`config.mk`:
```
export PLATFORM = sky130hd
export DESIGN_NAME = hmc7044_cfg_seq
export DESIGN_NICKNAME = d
export VERILOG_FILES = /design/src/rtl/hmc7044_cfg_seq.sv
export SDC_FILE = /design/constraint.sdc
export NUM_CORES = 1
export LEC_CHECK = 0
export ABC_AREA = 0
export ABC_CLOCK_PERIOD_IN_PS = 1950
export BUFFER_PORTS_ARGS = -buffer_cell sky130_fd_sc_hd__buf_2
export CAP_MARGIN = 20
export CORE_MARGIN = 1
export CORE_UTILIZATION = 46
export DETAILED_ROUTE_END_ITERATION = 16
export PLACE_DENSITY = 0.85
export SLEW_MARGIN = 5
export SYNTH_ARGS = -nofsm -noshare
export SYNTH_HDL_FRONTEND = slang
export SYNTH_SLANG_ARGS = --single-unit
```
`constraint.sdc`:
```
create_clock -name clk -period 1.95 [get_ports clk]
set_clock_uncertainty 0.15 [all_clocks]
set_input_delay 0.0975 -clock clk [delete_from_list [all_inputs] [get_ports clk]]
set_output_delay 0.0975 -clock clk [all_outputs]
set_load 0.02 [all_outputs]
```
`src/rtl/hmc7044_cfg_seq.sv`:
```
// HMC7044 register-table sequencer: walks a table of address/data entries and hands each one
// to the SPI shift engine as a 24-bit write frame over a req/ack handshake.
module hmc7044_cfg_seq #(
    parameter int unsigned NUM_REGS       = 8,
    parameter int unsigned GAP_CYCLES     = 16,
    parameter int unsigned TIMEOUT_CYCLES = 4096,
    parameter int unsigned AW             = (NUM_REGS > 1) ? $clog2(NUM_REGS) : 1
) (
    input  logic          clk,
    input  logic          rst,
    input  logic          start,
    output logic          busy,
    output logic          done,
    output logic          err,
    output logic [AW-1:0] tbl_addr,
    input  logic [20:0]   tbl_data,
    output logic          spi_req,
    output logic [23:0]   spi_frame,
    input  logic          spi_ack
);

    // One counter serves both the inter-frame gap and the ack timeout.
    localparam int unsigned CNT_MAX = (GAP_CYCLES > TIMEOUT_CYCLES) ? GAP_CYCLES : TIMEOUT_CYCLES;
    localparam int unsigned CW      = (CNT_MAX > 2) ? $clog2(CNT_MAX) : 1;

    localparam logic [CW-1:0] GAP_LAST = CW'(GAP_CYCLES - 1);
    localparam logic [CW-1:0] TO_LAST  = CW'(TIMEOUT_CYCLES - 1);
    localparam logic [AW-1:0] IDX_LAST = AW'(NUM_REGS - 1);

    typedef enum logic [2:0] {
        StIdle,
        StFetch,
        StLatch,
        StSend,
        StGap,
        StDone,
        StErr
    } state_t;

    state_t        state_q, state_d;
    logic [AW-1:0] idx_q, idx_d;
    logic [CW-1:0] cnt_q, cnt_d;
    logic          busy_q, busy_d;
    logic          done_q, done_d;
    logic          err_q, err_d;
    logic          req_q, req_d;
    logic [23:0]   frame_q, frame_d;

    always_comb begin
        state_d = state_q;
        idx_d   = idx_q;
        cnt_d   = cnt_q;
        busy_d  = busy_q;
        done_d  = 1'b0;
        err_d   = err_q;
        req_d   = req_q;
        frame_d = frame_q;

        unique case (state_q)
            StIdle: begin
                // busy is still high for the first idle cycle after a done pulse
                busy_d = 1'b0;
                if (start) begin
                    state_d = StFetch;
                    idx_d   = '0;
                    err_d   = 1'b0;
                    busy_d  = 1'b1;
                end
            end
            StFetch: begin
                state_d = StLatch;
            end
            StLatch: begin
                frame_d = {3'b000, tbl_data};
                cnt_d   = '0;
                req_d   = 1'b1;
                state_d = StSend;
            end
            StSend: begin
                if (spi_ack) begin
                    req_d = 1'b0;
                    cnt_d = '0;
                    if (GAP_CYCLES > 0) begin
                        state_d = StGap;
                    end else if (idx_q == IDX_LAST) begin
                        state_d = StDone;
                    end else begin
                        idx_d   = idx_q + AW'(1);
                        state_d = StFetch;
                    end
                end else if (TIMEOUT_CYCLES > 0) begin
                    if (cnt_q == TO_LAST) begin
                        req_d   = 1'b0;
                        busy_d  = 1'b0;
                        err_d   = 1'b1;
                        state_d = StErr;
                    end else begin
                        cnt_d = cnt_q + CW'(1);
                    end
                end
            end
            StGap: begin
                if (cnt_q == GAP_LAST) begin
                    if (idx_q == IDX_LAST) begin
                        state_d = StDone;
                    end else begin
                        idx_d   = idx_q + AW'(1);
                        state_d = StFetch;
                    end
                end else begin
                    cnt_d = cnt_q + CW'(1);
                end
            end
            StDone: begin
                done_d  = 1'b1;
                state_d = StIdle;
            end
            StErr: begin
                state_d = StIdle;
            end
            default: begin
                state_d = StIdle;
            end
        endcase
    end

    always_ff @(posedge clk) begin
        if (rst) begin
            state_q <= StIdle;
            idx_q   <= '0;
            cnt_q   <= '0;
            busy_q  <= 1'b0;
            done_q  <= 1'b0;
            err_q   <= 1'b0;
            req_q   <= 1'b0;
            frame_q <= '0;
        end else begin
            state_q <= state_d;
            idx_q   <= idx_d;
            cnt_q   <= cnt_d;
            busy_q  <= busy_d;
            done_q  <= done_d;
            err_q   <= err_d;
            req_q   <= req_d;
            frame_q <= frame_d;
        end
    end

    assign busy      = busy_q;
    assign done      = done_q;
    assign err       = err_q;
    assign tbl_addr  = idx_q;
    assign spi_req   = req_q;
    assign spi_frame = frame_q;

endmodule

```
### Word level (Yosys, flattened, before mapping)

Cells that the tools add are included.

* mux-type cells: 25
* equality and inequality tests: 16
* div/mod/pow operators: 0
* bitwise logic cells: 0
* reductions and logical operators: 11
* $mul: 0
* $lt $le $gt $ge: 0
* shift-type cells: 0
* $add $sub $neg: 2

Operators with widths (count)
* 2-to-1 mux 12 bit: 3
* case mux 12 bit (3 select lines): 1
* 2-to-1 mux 3 bit: 8
* case mux 3 bit (5 select lines): 1
* adder 12 x 1 -> 12 bit, second input constant: 1
* == test 12 bit, second input constant: 1
* == test 12 x 4 -> 1 bit, second input constant: 1
* inequality test 2 bit, second input constant: 6
* == test 3 bit, second input constant: 3
* AND reduction 3 bit: 3
* 2-to-1 mux 1 bit: 8
* AND reduction 4 bit: 2
* == test 3 x 2 -> 1 bit, second input constant: 2
* inequality test 3 bit, second input constant: 2
* case mux 1 bit (2 select lines): 3
* case mux 3 bit (2 select lines): 1
* nonzero test 2 bit: 3
* adder 3 x 1 -> 3 bit, second input constant: 1
* == test 3 x 1 -> 1 bit, second input constant: 1
* zero test 3 bit: 1
* nonzero test 3 bit: 1
* AND reduction 2 bit: 1

* bits in registers: 43
* latch bits: 0
* memory bits (read-only): 0
* input bits: 25
* logic and storage cells: 62
* output and inout port bits: 31
* memory bits (writable): 0
* memories: 0

### Depth between registers and ports, before layout

Gate-level depths: netlist (run 1).

* depth in word-level cells: 4
* gate-level depth with buffers: 8
* mapped depth without buffers: 6

### Worst setup path before layout (run 1)

No wires, ideal clock.

* path type: register to register
* from: register cnt_q[0]
* to: register cnt_q[1]
* arrival time: 1.692 ns
* cell stages (with the launch flop): 9
* setup slack: -0.006 ns
* required time: 1.686 ns
* library setup time: 0.114 ns
* path buffers: 2
* clock period less this slack: 1.956 ns
* cell sequence: dfxtp_1 -> ha_1 -> and3_2 -> nand4_2 -> a221oi_2 -> buf_6 -> buf_12 -> mux2i_1 -> nor2_1

* word-level cells in the longest chain between the ends: 4
* elaborated cells between the ends (all ways): 10
* those cells by class: add/sub (1); eq/ne (4); mux (4); reduce/logical (1)

Ends and longest elaborated chain
* start, declared: RTL line 42 `logic [CW-1:0] cnt_q, cnt_d;`
* start signal, assigned: RTL line 140 `cnt_q <= cnt_d;`
* adder 12 x 1 -> 12 bit: RTL line 98, 111
* 2-to-1 mux 12 bit: RTL line 92 `if (cnt_q == TO_LAST) begin`
* 2-to-1 mux 12 bit: RTL line 80 `if (spi_ack) begin`
* case mux 12 bit (3 select lines): RTL line 59 `unique case (state_q)`

Parallel ways exist; a longest one is shown, timed or not. The select of a mux whose other input is x is not followed.
A chain may end at the register's enable or synchronous reset.

### Worst setup path in the final report (run 1)

* from: register cnt_q[10]
* to: register cnt_q[4]

* word-level cells in the longest chain between the ends: 3
* elaborated cells between the ends (all ways): 5
* those cells by class: eq/ne (4); reduce/logical (1)

Ends and longest elaborated chain (RTL line)
* == test 12 bit / == test 12 x 4 -> 1 bit (equally long branches): 92, 103
* inequality test 3 bit (no source line) / inequality test 2 bit (equally long branches)
* AND reduction 3 bit (no source line) *

Every way passes the cells marked *; elsewhere a longest branch is shown, timed or not.

==> metrics.yaml, run 1 <==
synth.most_common_cell: "nand2_1"
cts_buffers: 5
timing.final.crit_share_pct: 98.2
clkSinkCount: 43
dp_hpwl_um: 2880
whs_ns: 0.0579
synthDistinctLibCells: 47
synth_area_leaders: "dfxtp_1 (45%), nand2_1 (9.6%), a21oi_1 (7.9%)"
avgSynthCellArea_um2: 8.55
grt_antenna_before_repair: 0
die_area_mm2: 0.00441
p_per_area_mw_per_mm2: 720
critPathRequiredTime_ns: 2.03
cp-end-kind: "flip-flop"
synth-async-reset-ratio_pct: 0
routedWlPerCell_um: 14.5
drv_cap: 0
clkSlewWorstSetupHoldPaths_ns: 0.09
worst_pin_slew_ns: 0.517
yosysSeqAreaShare_pct: 45.1
crit_arrival_ns: 1.99
clockRootBuffer: "clkbuf_8"
max_slew_margin_pct: 65.5
r2r_start: "cnt_q[10]"
clk-insertion-delay-late_ns: 0.30
ir_drop_mv: 0.580
cp-start-kind: "flip-flop"
vias: 1952
coreArea_mm2: 0.00400
netlist.area_leader.share_pct: 45.1
grt-ovfl-total: 0
synth_edf_count: 0
fin_util_pct: 66.8
cp_max_fo: 6
wl_um: 5220
syn-cell-area_mm2: 0.00191
clock.fmax_mhz: 522
antenna_left: 0
fin_nets: 336
r2r_end: "cnt_q[4]"
first_pass_iters: 6
rows: 23
ys_top_cells_by_count: "nand2_1 (49), dfxtp_1 (43), a21oi_1 (30), clkbuf_1 (7), nand3_1 (7)"
grt_pass1_wl_um: 7660
tritoncts: "done"
start_util_pct: 47.7
p_leak_uw: 0.00112
track_usage_pct: 22.9
num_antenna_cells: 0
drive_gt1_share_pct: 38.2
die_h_um: 66.4
place_congestion: 0.846
vias_per_cell: 5.44
period_needed_ns: 1.92
htreeDepth: 2
report.final.slew_viol_count: 0
yosys_warnings: 0
fill_cells: 315
grt_max_degree: 31
die_x_um: 66.4
r2r_slack_ns: 0.03
reg2reg_depth: 6
hold-path-cell-count: 5
hold_viol: 0
rsz0062_at_grt: "yes"
hold_start: "start"
io-pin-count: 56
hold_end: "state_q[0]"
port_buffers: 52
areaGrowthSynthToFinish_pct: 40.2
setup_viol: 0
synth.largest_area_cell: "dfxtp_1"
ys_seq_elements: 43
clk_path_buf_depth: 2
grt_pass1_vias: 1760
outcome: "finished clean"
synthCells: 223
drcViolationCount: 0
crit_type: "reg -> reg"
hold_path.class: "in -> reg"
synth_ff_type: "dfxtp_1"
drtIter0Drc: 143
-- cells by family after synthesis --
| group | synth area share [%] |
|---|---|
| adder cells (fa/ha/maj) | 1.97 |
| other | 0.197 |
| AO/OA/AOI/OAI | 18.0 |
| flip-flops | 45.1 |
| buffers and inverters | 5.84 |
| AND/OR/NAND/NOR | 27.2 |
| multiplexers | 1.12 |
| XOR/XNOR | 0.459 |
-- how the worst max path moves through the flow --
stage	from	end	slack (ns)	cells after the start
after floorplan	cnt_q[0]	cnt_q[1]	0.009	8
after global placement	cnt_q[8]	cnt_q[1]	0.03	6
after detailed placement	cnt_q[8]	cnt_q[1]	-0.02	6
after CTS	cnt_q[4]	cnt_q[1]	0.006	6
after global routing	cnt_q[10]	cnt_q[4]	-0.07	6
final	cnt_q[10]	cnt_q[4]	0.03	6
-- state kept, by name (all words and copies together), names as in the netlist --
| name | cells |
|---|---|
| busy | 1 |
| cnt_q | 12 |
| done | 1 |
| err | 1 |
| spi_frame | 21 |
| spi_req | 1 |
| state_q | 3 |
| tbl_addr | 3 |
-- cells in the final DEF (no fill, tap or decap), types with 2 or more instances in the layout --
cell type,instances
or4_1,2
nor3_1,4
clkinvlp_4,2
nor4_4,2
and3_2,2
o21ai_0,3
nand2b_1,6
dlygate4sd3_1,22
clkbuf_8,5
a21oi_2,5
dfxtp_1,33
a21oi_1,30
buf_6,2
o21ai_1,6
a22o_1,2
buf_2,53
o31ai_1,3
ha_1,2
conb_1,3
dfxtp_2,9
nor2_1,6
nor3b_1,2
nand2_1,49
or3_2,6
buf_4,14
nand3_1,6
-- worst max-delay path, cell delays in order (launching register included) --
cell and delay, ns:
dfxtp_1 0.40, nor4_4 0.29, nand3_2 0.15, a221oi_4 0.37, buf_2 0.24, o21ai_1 0.09, a21oi_1 0.14
-- area by class of cell --
type / instances / area, um2 / share of cell area, %
repair buffers: 91 / 613 / 22.9
inverters: 1 / 3.75 / 0.140
flip-flops and latches: 43 / 876 / 32.8
clock buffers: 5 / 68.8 / 2.57
clock inverters: 3 / 23.8 / 0.890
well taps: 50 / 62.6 / 2.34
multi-input cells: 166 / 1020 / 38.3
-- per-stage QoR --
| stage | total power [uW] | setup TNS (ns) | worst slack, ns | area [um2] | std cells |
|---|---|---|---|---|---|
| 6_report | 1920 | 0 | 0.0350 | 2670 | 359 |
| 5_1_grt | 2000 | -0.262 | -0.0715 | 2670 | 359 |
| 4_1_cts | 1890 | 0 | 0.00578 | 2570 | 358 |
| 3_5_place_dp | 1280 | -0.0152 | -0.0152 | 2250 | 328 |
| 3_3_place_gp | 1270 | 0 | 0.0313 | 2250 | 328 |
| 2_1_floorplan | 1190 | 0 | 0.00851 | 1920 | 225 |
-- power breakdown --
part	total [uW]	internal, uW	switching, uW
combinational	372	163	209
sequential	950	920	30.5
clock	601	256	344
total	1920	1340	584
-- repair_timing --
| action | CTS | global route |
|---|---|---|
| cloned | 0 | 1 |
| endpoints found under the setup margin | 1 | 14 |
| hold endpoints to repair | 22 | 0 |
| resized for setup | 1 | 26 |
| hold buffers | 22 | 0 |
| pin swaps | 0 | 3 |
| buffers inserted | 0 | 0 |
-- routing by layer --
layer	GRT usage (%)	share of wire, %	vias to the layer above
met5	0	0	-
met4	8.24	1.8	0
met2	41.2	52	79
met3	4.48	4.5	11
li1	-	-	948
met1	26.7	42	914
(Power assumes the default switching activity.)
==> inputs of run 2 (changes only) <==
--- a/config.mk
+++ b/config.mk
@@ -6,13 +6,13 @@
 export NUM_CORES = 1
 export LEC_CHECK = 0
 export ABC_AREA = 0
-export ABC_CLOCK_PERIOD_IN_PS = 1950
+export ABC_CLOCK_PERIOD_IN_PS = 1900
 export BUFFER_PORTS_ARGS = -buffer_cell sky130_fd_sc_hd__buf_2
 export CAP_MARGIN = 20
 export CORE_MARGIN = 1
-export CORE_UTILIZATION = 46
+export CORE_UTILIZATION = 51
 export DETAILED_ROUTE_END_ITERATION = 16
-export PLACE_DENSITY = 0.85
+export PLACE_DENSITY = 0.89
 export SLEW_MARGIN = 5
 export SYNTH_ARGS = -nofsm -noshare
 export SYNTH_HDL_FRONTEND = slang
==> constraint.sdc (replaced) <==
create_clock -name clk -period 1.9 [get_ports clk]
set_clock_uncertainty 0.15 [all_clocks]
set_input_delay 0.095 -clock clk [delete_from_list [all_inputs] [get_ports clk]]
set_output_delay 0.095 -clock clk [all_outputs]
set_load 0.02 [all_outputs]
==> metrics.yaml, run 2 (synthesis gave the netlist of run 1 again) <==
cts_buffers: 5  # unchanged
largest_reg_flops: 21  # unchanged
first_pass_iters: 4  # was 6
cp-start-kind: "flip-flop"  # unchanged
num_antenna_cells: 0  # unchanged
clk-insertion-delay-late_ns: 0.31  # was 0.30 ns
cp-end-kind: "flip-flop"  # unchanged
period_needed_ns: 1.91  # was 1.92 ns
hold_path.class: "in -> reg"  # unchanged
clkSlewWorstSetupHoldPaths_ns: 0.09  # about the same
drv_cap: 0  # unchanged
areaGrowthSynthToFinish_pct: 41.3  # was 40.2%
r2r_start: "state_q[1]"  # was cnt_q[10]
crit_arrival_ns: 1.99  # about the same
hold_viol: 0  # unchanged
p_per_area_mw_per_mm2: 724  # was 720 mW/mm2
htreeDepth: 2  # unchanged
die_x_um: 63.1  # was 66.4 um
port_buffers: 52  # unchanged
timing.final.crit_share_pct: 101  # was 98.2%
crit_type: "reg -> reg"  # unchanged
final_common_cell: "buf_2"  # unchanged
mostFrequentLayoutCells: "buf_2 (53), nand2_1 (49), dfxtp_1 (36)"  # was buf_2 (53), nand2_1 (49), dfxtp_1 (33)
tritoncts: "done"  # unchanged
vias: 2006  # was 1,952
crit_chain: "and2b_2 -> and2_4 -> a221oi_4 -> buf_6 -> or4_4 -> a21oi_1"  # was nor4_4 -> nand3_2 -> a221oi_4 -> buf_2 -> o21ai_1 -> a21oi_1
grt_antenna_before_repair: 0  # unchanged
vias_per_cell: 5.59  # was 5.44
antenna_left: 0  # unchanged
grt_pass1_vias: 1988  # was 1,760
die_area_mm2: 0.00399  # was 0.00441 mm2
dp_hpwl_um: 3090  # was 2880 um
setup_viol: 1  # was 0
cp_max_fo: 8  # was 6
io-pin-count: 56  # unchanged
grt_pass1_wl_um: 8430  # was 7660 um
hold-path-cell-count: 5  # unchanged
track_usage_pct: 27.5  # was 22.9%
drtIter0Drc: 190  # was 143
worst_pin_slew_ns: 0.566  # was 0.517 ns
final_cells: 359  # unchanged
report.final.slew_viol_count: 0  # unchanged
grt_max_degree: 24  # was 31
coreArea_mm2: 0.00347  # was 0.00400 mm2
critPathRequiredTime_ns: 1.98  # was 2.03 ns
routedWlPerCell_um: 15.6  # was 14.5 um
outcome: "finished with violations"  # was finished clean
clk_path_buf_depth: 2  # unchanged
clkSinkCount: 43  # unchanged
grt-ovfl-total: 0  # unchanged
max_slew_margin_pct: 62.3  # was 65.5%
dp_cells: 327  # was 328
die_h_um: 63.1  # was 66.4 um
power_uw: 1950  # was 1920 uW
start_util_pct: 55.0  # was 47.7%
max_stage_delay_ns: 0.47  # was 0.40 ns
hold_end: "state_q[0]"  # unchanged
drive_gt1_share_pct: 38.0  # was 38.2%
p_leak_uw: 0.00114  # was 0.00112 uW
fin_nets: 340  # was 336
reg2reg_depth: 6  # unchanged
post_cts_buffers: 0  # unchanged
rsz0062_at_grt: "yes"  # unchanged
clockRootBuffer: "clkbuf_8"  # unchanged
place_congestion: 0.870  # was 0.846
r2r_end: "cnt_q[9]"  # was cnt_q[4]
fin_ws_ns: -0.00972  # was 0.0350 ns
clock.fmax_mhz: 524  # was 522 MHz
ir_drop_mv: 0.523  # was 0.580 mV
r2r_slack_ns: -0.01  # was 0.03 ns
slowest_stage: "or4_4"  # was dfxtp_1
hold_start: "start"  # unchanged
rows: 21  # was 23
violations: "setup timing"
drcViolationCount: 0  # unchanged
wl_um: 5590  # was 5220 um
[run 2: cell count changes in the layout (fill, tap and decap cells not counted), sizes merged]
cell         delta
buf             +3
clkbuf          +1
clkinv          +1
dlygate4sd3     +1
inv             -1
clkinvlp        -1
[run 2: layout make-up]
cell class,instances,area (um2)
clock buffer,6,72.6
clock inverter,2,12.5
fill,230,773
inverter,1,3.75
multi-input combinational,166,1030
sequential,43,870
tap,46,57.6
timing repair buffer,95,646
[run 2: metrics by stage]
step	hold slack [ns]	cell area [um2]	utilization (%)	setup WS [ns]	setup TNS [ns]
floorplan	0.0810	1940	-	0.0327	0
global placement	0.186	2290	66.1	-0.0111	-0.0111
detailed placement	0.192	2290	66.1	-0.0492	-0.0519
CTS	0.0470	2620	75.6	-0.0205	-0.0425
global route	0.124	2700	77.7	-0.0850	-0.394
finish	0.0861	2700	77.7	-0.00972	-0.00972
[run 2: timing repair]
| item | CTS | global route |
|---|---|---|
| resized for setup | 3 | 17 |
| gates cloned | 0 | 1 |
| pin swaps | 1 | 7 |
| endpoints found under the setup margin | 8 | 14 |
| hold buffers | 23 | 0 |
| hold endpoints to repair | 23 | 0 |
[run 2: report_power, final]
part / switching [uW] / total [uW] / internal, uW
registers: 33.0 / 978 / 945
logic: 220 / 390 / 170
clock network: 327 / 584 / 257
total: 581 / 1950 / 1370
[run 2: worst max path at each step]
stage	start	to	slack (ns)	cells after the start
floorplan	cnt_q[5]	cnt_q[1]	0.03	7
global placement	cnt_q[9]	cnt_q[1]	-0.01	6
detailed placement	cnt_q[4]	cnt_q[1]	-0.05	6
CTS	cnt_q[8]	cnt_q[1]	-0.02	7
global route	cnt_q[8]	cnt_q[1]	-0.08	7
finish	state_q[1]	cnt_q[9]	-0.01	6
[run 2: per-layer routing]
metal / vias up / global-route usage [%] / part of all wire (%)
li1: 951 / - / -
met1: 940 / 27.6 / 39
met2: 89 / 49.9 / 52
met3: 26 / 5.43 / 4.8
met4: 0 / 19.8 / 4.6
met5: - / 0 / 0
[run 2: critical path, delay by kind of cell (launching register included)]
kind	cells	cell delay [ns]
AOI/OAI and AO/OA	2	0.20
DFF	1	0.40
buffers and inverters	1	0.15
and+or+nand+nor	3	0.93
==> inputs of run 3 (changes only) <==
--- a/config.mk
+++ b/config.mk
@@ -10,9 +10,10 @@
 export BUFFER_PORTS_ARGS = -buffer_cell sky130_fd_sc_hd__buf_2
 export CAP_MARGIN = 20
 export CORE_MARGIN = 1
-export CORE_UTILIZATION = 51
+export CORE_UTILIZATION = 53
+export CTS_BUF_LIST = sky130_fd_sc_hd__clkbuf_8
 export DETAILED_ROUTE_END_ITERATION = 16
-export PLACE_DENSITY = 0.89
+export PLACE_DENSITY = 0.92
 export SLEW_MARGIN = 5
 export SYNTH_ARGS = -nofsm -noshare
 export SYNTH_HDL_FRONTEND = slang
==> metrics.yaml, run 3 (synthesis gave the netlist of run 1 again) <==
die_area_mm2: 0.00384  # was 0.00399 mm2
rsz0062_at_grt: "yes"  # unchanged
wl_um: 6150  # was 5590 um
crit_arrival_ns: 1.98  # was 1.99 ns
areaGrowthSynthToFinish_pct: 43.6  # was 41.3%
setup_viol: 4  # was 1
r2r_start: "cnt_q[4]"  # was state_q[1]
mostFrequentLayoutCells: "buf_2 (51), nand2_1 (49), dfxtp_1 (35)"  # was buf_2 (53), nand2_1 (49), dfxtp_1 (36)
antenna_left: 0  # unchanged
regArea_um2: 871  # was 870 um2
hold_path.class: "in -> reg"  # unchanged
hold_start: "rst"  # was start
grt-ovfl-total: 0  # unchanged
fin_nets: 343  # was 340
period_needed_ns: 1.93  # was 1.91 ns
clk-insertion-delay-late_ns: 0.31  # about the same
cp-start-kind: "flip-flop"  # unchanged
r2r_slack_ns: -0.03  # was -0.01 ns
fill_cells: 196  # was 230
drtIter0Drc: 201  # was 190
htreeDepth: 2  # unchanged
drcViolationCount: 0  # unchanged
clk_path_buf_depth: 2  # unchanged
first_pass_iters: 7  # was 4
final_cell_area_mm2: 0.00274  # was 0.00270 mm2
grt_antenna_before_repair: 0  # unchanged
place_congestion: 0.860  # was 0.870
hold_viol: 0  # unchanged
track_usage_pct: 28.9  # was 27.5%
r2r_end: "cnt_q[1]"  # was cnt_q[9]
coreArea_mm2: 0.00339  # was 0.00347 mm2
tritoncts: "done"  # unchanged
clock.fmax_mhz: 519  # was 524 MHz
vias_per_cell: 5.95  # was 5.59
grt_pass1_vias: 1799  # was 1,988
hold_end: "cnt_q[10]"  # was state_q[0]
tns_ns: -0.0489  # was -0.00972 ns
multi_input_area_mm2: 0.00104  # was 0.00103 mm2
num_antenna_cells: 0  # unchanged
io-pin-count: 56  # unchanged
grt_pass1_wl_um: 7890  # was 8430 um
vias: 2155  # was 2,006
power_uw: 1980  # was 1950 uW
clockRootBuffer: "clkbuf_8"  # unchanged
crit_type: "reg -> reg"  # unchanged
drv_cap: 0  # unchanged
hold-path-cell-count: 3  # was 5
ir_drop_mv: 0.603  # was 0.523 mV
fin_ws_ns: -0.0286  # was -0.00972 ns
routedWlPerCell_um: 17.0  # was 15.6 um
start_util_pct: 56.3  # was 55.0%
critPathRequiredTime_ns: 1.95  # was 1.98 ns
placed_cell_area_mm2: 0.00232  # was 0.00229 mm2
die_x_um: 62.0  # was 63.1 um
p_leak_uw: 0.00116  # was 0.00114 uW
final_cells: 362  # was 359
port_buffers: 52  # unchanged
clkSlewWorstSetupHoldPaths_ns: 0.08  # was 0.09 ns
rows: 21  # unchanged
die_h_um: 62.0  # was 63.1 um
drive_gt1_share_pct: 39.6  # was 38.0%
timing.final.crit_share_pct: 102  # was 101%
dp_hpwl_um: 3110  # was 3090 um
cp-end-kind: "flip-flop"  # unchanged
p_per_area_mw_per_mm2: 722  # was 724 mW/mm2
report.final.slew_viol_count: 0  # unchanged
largest_reg_flops: 21  # unchanged
cp-startpoint: "cnt_q[4]"  # was state_q[1]
cts_buffers: 5  # unchanged
outcome: "finished with violations"  # unchanged
dp_cells: 331  # was 327
final_common_cell: "buf_2"  # unchanged
reg2reg_depth: 6  # unchanged
fin_util_pct: 80.8  # was 77.7%
cp_max_fo: 5  # was 8
grt_max_degree: 29  # was 24
clkSinkCount: 43  # unchanged
violations: "setup timing"  # unchanged
[run 3: changes by cell type in the layout (fill, tap and decap cells not counted), moves of 2 or more]
cell     before  now
buf_4        17   21
buf_6         2    4
a21oi_1      30   27
buf_2        53   51
a21oi_2       5    8
[run 3: worst max-delay path, cell delays in order (launching register included)]
cell and delay, ns:
dfxtp_2 0.36, nor4_4 0.33, nand3_2 0.17, a221oi_4 0.41, buf_6 0.18, mux2i_1 0.17
nor2_1 0.05
[run 3: stage by stage]
step | setup slack, ns | hold slack (ns)
6_report | -0.0286 | 0.0183
5_1_grt | -0.0673 | 0.0324
4_1_cts | 0.00859 | 0.00109
3_5_place_dp | -0.0409 | 0.192
3_3_place_gp | 0.0230 | 0.185
2_1_floorplan | 0.0327 | 0.0810
[run 3: layout make-up]
cell class / count / share of cell area (%)
multi-input combinational: 166 / 38.1
tap: 46 / 2.10
sequential: 43 / 31.8
clock inverter: 3 / 0.594
timing repair buffer: 98 / 24.8
inverter: 1 / 0.137
clock buffer: 5 / 2.51
[run 3: report_power, final]
group | internal (uW) | total (uW) | switching [uW]
logic | 185 | 424 | 239
registers | 944 | 976 | 31.7
clock network | 252 | 579 | 327
[run 3: worst max path at each step]
stage | end | slack (ns) | depth (start not counted)
floorplan | cnt_q[1] | 0.03 | 7
global placement | cnt_q[1] | 0.02 | 6
detailed placement | cnt_q[1] | -0.04 | 6
CTS | cnt_q[11] | 0.009 | 7
global route | cnt_q[1] | -0.07 | 6
finish | cnt_q[1] | -0.03 | 6
[run 3: what timing repair did]
action                                  in CTS  in global routing
endpoints found under the hold margin       22                  0
gates resized for setup                      2                 26
setup buffers                                0                  1
pin swaps                                    0                  5
hold buffers                                22                  0
endpoints found under the setup margin       3                 14
cloned                                       0                  1
[run 3: layer usage]
layer / GRT usage, % / vias to the layer above / wire (um)
li1: - / 955 / -
met1: 30.5 / 1003 / 2310
met2: 52.4 / 155 / 3120
met3: 6.21 / 42 / 437
met4: 17.1 / 0 / 274
met5: 0 / - / 0
